$ cat src/rtl/word_packer.sv
// Byte-to-word packer: big-endian assembly of a byte stream into 32-bit words, queued with a
// per-word last flag in a small FIFO. Define WORD_PACKER_STATS_EN to add the pktCount output.
module word_packer #(
   parameter int FIFO_DEPTH = 4
) (
   input  logic        clk,
   input  logic        reset,
   input  logic [7:0]  byteIn,
   input  logic        byteInVal,
   input  logic        byteInLast,
   output logic        byteInReady,
   output logic [31:0] dataOut,
   output logic        dataOutVal,
   output logic        dataOutLast,
   input  logic        dataOutReady
`ifdef WORD_PACKER_STATS_EN
   ,
   output logic [15:0] pktCount
`endif
);

   localparam int PTR_W = $clog2(FIFO_DEPTH);
   localparam int CNT_W = PTR_W + 1;

   logic [32:0]      fifoMem [FIFO_DEPTH];
   logic [PTR_W-1:0] wrPtr;
   logic [PTR_W-1:0] rdPtr;
   logic [CNT_W-1:0] count;
   logic [31:0]      asmReg;
   logic [1:0]       byteIdx;
   logic [31:0]      laneWord;
   logic [32:0]      headEntry;
   logic             fifoFull;
   logic             fifoEmpty;
   logic             byteAccept;
   logic             push;
   logic             pop;

   assign fifoFull   = (count == CNT_W'(FIFO_DEPTH));
   assign fifoEmpty  = (count == '0);
   assign byteInReady = !fifoFull;
   assign byteAccept = byteInVal && byteInReady;
   assign push       = byteAccept && ((byteIdx == 2'd3) || byteInLast);
   assign pop        = dataOutVal && dataOutReady;

   // Lanes at and below byteIdx are always zero in asmReg (it is cleared on every push),
   // so a partial last word comes out zero-filled without extra masking.
   always_comb begin
      laneWord = asmReg;
      case (byteIdx)
         2'd0:    laneWord[31:24] = byteIn;
         2'd1:    laneWord[23:16] = byteIn;
         2'd2:    laneWord[15:8]  = byteIn;
         default: laneWord[7:0]   = byteIn;
      endcase
   end

   always_ff @(posedge clk) begin
      if (!reset) begin
         wrPtr   <= '0;
         rdPtr   <= '0;
         count   <= '0;
         byteIdx <= 2'd0;
         asmReg  <= '0;
      end else begin
         if (byteAccept) begin
            if (push) begin
               asmReg  <= '0;
               byteIdx <= 2'd0;
            end else begin
               asmReg  <= laneWord;
               byteIdx <= byteIdx + 2'd1;
            end
         end
         if (push) wrPtr <= wrPtr + PTR_W'(1);
         if (pop)  rdPtr <= rdPtr + PTR_W'(1);
         case ({push, pop})
            2'b10:   count <= count + CNT_W'(1);
            2'b01:   count <= count - CNT_W'(1);
            default: count <= count;
         endcase
      end
   end

   always_ff @(posedge clk) begin
      if (reset && push) fifoMem[wrPtr] <= {laneWord, byteInLast};
   end

   // Gate the head with fifoEmpty so stale storage never leaks out after reset.
   assign headEntry   = fifoMem[rdPtr];
   assign dataOutVal  = !fifoEmpty;
   assign dataOut     = fifoEmpty ? 32'h0 : headEntry[32:1];
   assign dataOutLast = fifoEmpty ? 1'b0  : headEntry[0];

`ifdef WORD_PACKER_STATS_EN
   logic [15:0] pktCountReg;

   always_ff @(posedge clk) begin
      if (!reset) begin
         pktCountReg <= 16'h0;
      end else if (pop && dataOutLast) begin
         pktCountReg <= pktCountReg + 16'h1;
      end
   end

   assign pktCount = pktCountReg;
`endif

endmodule

$ cat config.mk
export PLATFORM = sky130hd
export DESIGN_NAME = word_packer
export DESIGN_NICKNAME = d
export VERILOG_FILES = /design/src/rtl/word_packer.sv
export SDC_FILE = /design/constraint.sdc
export NUM_CORES = 1
export LEC_CHECK = 0
export CAP_MARGIN = 10
export CORE_ASPECT_RATIO = 2
export CORE_UTILIZATION = 38
export CTS_CLUSTER_SIZE = 24
export DETAILED_ROUTE_END_ITERATION = 6
export PLACE_DENSITY = 0.54
export SLEW_MARGIN = 20
export SYNTH_ARGS = -nofsm -noshare
export SYNTH_HDL_FRONTEND = slang
export SYNTH_SLANG_ARGS = --single-unit
$ cat constraint.sdc
create_clock -name clk -period 6.93 [get_ports clk]
set_input_delay 1.386 -clock clk [delete_from_list [all_inputs] [get_ports clk]]
set_output_delay 1.386 -clock clk [all_outputs]
set_load 0.05 [all_outputs]
## Yosys cells after proc, flatten, opt, wreduce, memory -nomap -nowiden

Memories as Yosys holds them, arrays and structs flattened. A register that Yosys moved wholly into a read port is not among the register bits.
Cells that the tools add are included.

| storage, ports and cells | value |
|---|---|
| register bits | 41 |
| memory bits (writable) | 132 |
| input port bits | 13 |
| output and inout bits | 35 |
| memories | 1 |

| operators by class | value |
|---|---|
| $add $sub $neg | 5 |
| eq/ne operators | 6 |
| muxes and demuxes | 13 |
| reductions and logical operators | 11 |

Memory list:

| name | depth | width | rd ports | clocked after Yosys merged registers in | wr ports | line | text |
|---|---|---|---|---|---|---|---|
| fifoMem | 4 | 33 | 1 | 1 | 1 | 25 | `logic [32:0] fifoMem [FIFO_DEPTH];` |

Operator list:

| cell | count |
|---|---|
| $mux W32 | 2 |
| $mux W8 | 4 |
| $add A2 B1 Y2 const B | 3 |
| $eq A2 B2 Y1 const B | 3 |
| $mux W2 | 3 |
| $pmux W3 S2 | 1 |
| $eq A2 B1 Y1 const B | 2 |
| $logic_and A1 B1 Y1 | 4 |
| $add A3 B1 Y3 const B | 1 |
| $eq A3 B3 Y1 const B | 1 |
| $logic_not A3 Y1 | 1 |
| $mux W1 | 3 |
| $reduce_or A3 Y1 | 1 |
| $sub A3 B1 Y3 const B | 1 |
| $logic_not A1 Y1 | 2 |
| $logic_not A2 Y1 | 1 |
| $reduce_bool A2 Y1 | 1 |
| $logic_or A1 B1 Y1 | 1 |

## Logic depth before layout (Yosys ltp)

| logic depth | value |
|---|---|
| depth after elaboration | 7 |
| gate-level depth with buffers | 10 |
| gate-level depth less buffers | 10 |

## Least setup slack after synthesis

OpenSTA, ideal clock, no wires.

| path | value |
|---|---|
| path type | input -> register |
| start point | input port byteInVal |
| end point | memory fifoMem[0][0], enable pin |
| setup time | 393 ps |
| data arrival time | 2,788 ps |
| setup slack | 3,749 ps |
| cell stages on the path | 4 |
| buffers on the path | 1 |
| path through | buf_2 o21ai_0 nor2_1 and3_1 |

| between the ends | value |
|---|---|
| longest elaborated chain between the ends | 5 |

RTL lines:

| item | line | text |
|---|---|---|
| from (decl) | 9 | `input logic byteInVal,` |
| $logic_and A1 B1 Y1 | 42 | `assign byteAccept = byteInVal && byteInReady;` |
| $logic_and A1 B1 Y1 | 43 | `assign push = byteAccept && ((byteIdx == 2'd3) \|\| byteInLast);` |
| $logic_and A1 B1 Y1 | 86 | `if (reset && push) fifoMem[wrPtr] <= {laneWord, byteInLast};` |
| $mux W1 | 86 |  |
| $mux W1 (implied by the code) | 86 |  |
| to (decl) | 25 |  |

Every way passes these cells.

==> impl_metrics.tcl <==
set metrics [dict create \
    critPathArrivalTime_ns 2.96 \
    clk_latency_ns 0.43 \
    synth_top_area_cell "edfxtp_1" \
    tns_ns 0 \
    cp-start-kind "flip-flop" \
    ant_nets 0 \
    grt_pass1_wl_mm 25.03 \
    peakVddDrop_mv 0.3457 \
    avgSynthCellArea_um2 15.82 \
    final_cell_mix "edfxtp_1, clkdlybuf4s50_1, dfxtp_1" \
    met3_usage_pct 3.408 \
    dr.pass1.iters 4 \
    setup_viol 0 \
    min_period_ns 4.345 \
    die_height_um 198.7 \
    maxCapViolations 0 \
    drc 0 \
    p_total_w 0.003148 \
    yosysWarnings 0 \
    min-delay-start "asmReg[15]" \
    totalWireLength_mm 15.71 \
    critPathKind "reg -> out" \
    clk_path_buf_depth 2 \
    outcome "finished clean" \
    use_met2_pct 32.85 \
    tritoncts "built" \
    rsz0062_at_grt "false" \
    yosysUniqueCellTypes 34 \
    yosysTopAreaCellShare_pct 53.90 \
    clk_pin_slew_worst_paths_ns 0.07 \
    num_rows 71 \
    core-area_um2 18920 \
    netlist_area_um2 7355 \
    io_buffers 47 \
    grt_max_degree 39 \
    cp-end-kind "output pin" \
    worstPathRequired_ns 5.54 \
    reg2reg_from "byteIdx[0]" \
    dp_hpwl_mm 9.925 \
    finClkSkew_ns 0.01090 \
    cts_setup_buffers 0 \
    root_buffer "clkbuf_16" \
    vias 4023 \
    layout_worst_path_cycle_share_pct 62.70 \
    antenna_found_initial 0 \
    drv_slew 0 \
    worst_slew_pin_slew_ns 1.053 \
    die_w_um 100.4 \
    grt_overflow 0 \
    num_io_pins 48 \
    final_common_cell "edfxtp_1" \
    cts_sinks 175 \
    synth.area.top_cells "edfxtp_1, dfxtp_1, mux4_2" \
    fmaxAchievable_mhz 230.1 \
    drtIter0Drc 191 \
    nFillCells 1665 \
    leakage_nw 2.861 \
    cts_buffers 17 \
    nNetsFinal 530 \
    htree_levels 4 \
    first_global_vias 4325 \
    vias_per_cell 5.198 \
    power_density_nw_per_um2 363.5 \
    synthCells 465 \
    syn_to_final_growth_pct 17.78 \
    diodes 0 \
    crit_fanout 26 \
    fp.dieArea_um2 19950 \
    synth-seq-cells 175 \
    hold_viol 0 \
    grt_use_total_pct 17.38 \
    synth-seq-area-share_pct 65.60 \
    wl_per_cell_um 20.29 \
    start_util_pct 38.87 \
    met1_usage_pct 18.56 \
    post_cts_resized 0 \
    worstHoldPathType "reg -> reg" \
    gp_congestion 0.7338 \
    slew_headroom_pct 29.80 \
    synth_fp_nets 489 \
    layout-drive-gt1-share_pct 27.17 \
    postCtsHoldBufs 0 \
    grt.busiest_layer "met2" \
]
where the power goes:
| part | switching (W) | internal (W) | leakage, nW |
|---|---|---|---|
| clock | 0.000409 | 0.000573 | 0.287 |
| sequential | 0.0000307 | 0.00116 | 1.60 |
| combinational | 0.000626 | 0.000349 | 0.975 |
| total | 0.00107 | 0.00208 | 2.86 |
metrics by stage:
step                      setup slack, ns  hold slack (ns)  utilization (%)  cells  instance area [µm²]
after global placement              2.731           0.4420            42.56    742                 8053
after detailed placement            2.694           0.4485            42.56    742                 8053
after global routing                2.382           0.4709            45.78    774                 8662
after CTS                           2.488           0.4579            45.78    774                 8662
after floorplan                     3.749           0.4335                -    465                 7355
final                               2.585           0.4586            45.78    774                 8662
cells in the mapped netlist:
cell type  count
nand4_1       33
edfxtp_1     132
o21ai_0       11
buf_6          4
xor2_1         1
buf_1          3
a21boi_0       3
nor2_1         1
o21ai_2       29
and2_1         3
ha_1          10
nand2_1       39
mux4_2        33
mux2i_1        1
inv_1          9
or3_1          3
nor3_1         1
and3_1         4
and2b_1        6
nor2b_1       28
or4bb_1        1
clkbuf_1      19
mux2_2        32
inv_2          1
buf_4          3
dfxtp_1       43
nand3_1        1
o22ai_2        1
nor3b_4        1
clkbuf_2       1
buf_2          5
nor3b_2        1
fa_1           1
xnor2_1        1
worst max-delay path, cell delays in order (launching register included):
cell and delay, ns:
dfxtp_2 0.50, buf_4 0.53, mux4_2 0.59, nor2b_1 0.16, clkdlybuf4s50_1 0.72
logic make-up after synthesis:
family,count (synthesis),synth area share [%]
flops,175,65.60
simple gates,122,9.408
mux,66,15.14
buf+inv,45,2.960
compound gates,44,4.678
fa+ha+maj,11,1.973
xor+xnor,2,0.2382
state kept, by name, summed over array words and instances, names as in the netlist, named ones only:
name	count
fifoMem	132
asmReg	32
count	3
byteIdx	2
rdPtr	2
wrPtr	2
metal layers:
layer | share of wire (%) | up-vias
li1 | - | 1855
met1 | 37 | 2080
met2 | 58 | 67
met3 | 2.2 | 21
met4 | 2.2 | 0
met5 | 0 | -
path summary, 6_finish.rpt:
check,to,slack (ns),depth (start not counted)
worst min-delay path,asmReg[15],0.46,2
worst max register to register,fifoMem[3][3],4.21,5
worst min register to register,asmReg[15],0.46,2
worst max-delay path,dataOut[4],2.58,4
final cells by class:
type	instances	area (µm²)	share of cell area, %
clock buffers	18	429.2	4.955
clock inverters	14	180.2	2.080
inverters	10	37.54	0.4333
multi-input cells	245	2325	26.84
flip-flops and latches	175	4826	55.71
well taps	255	319.1	3.683
repair buffers	57	545.5	6.298
Power figures use the tool's default switching activity.
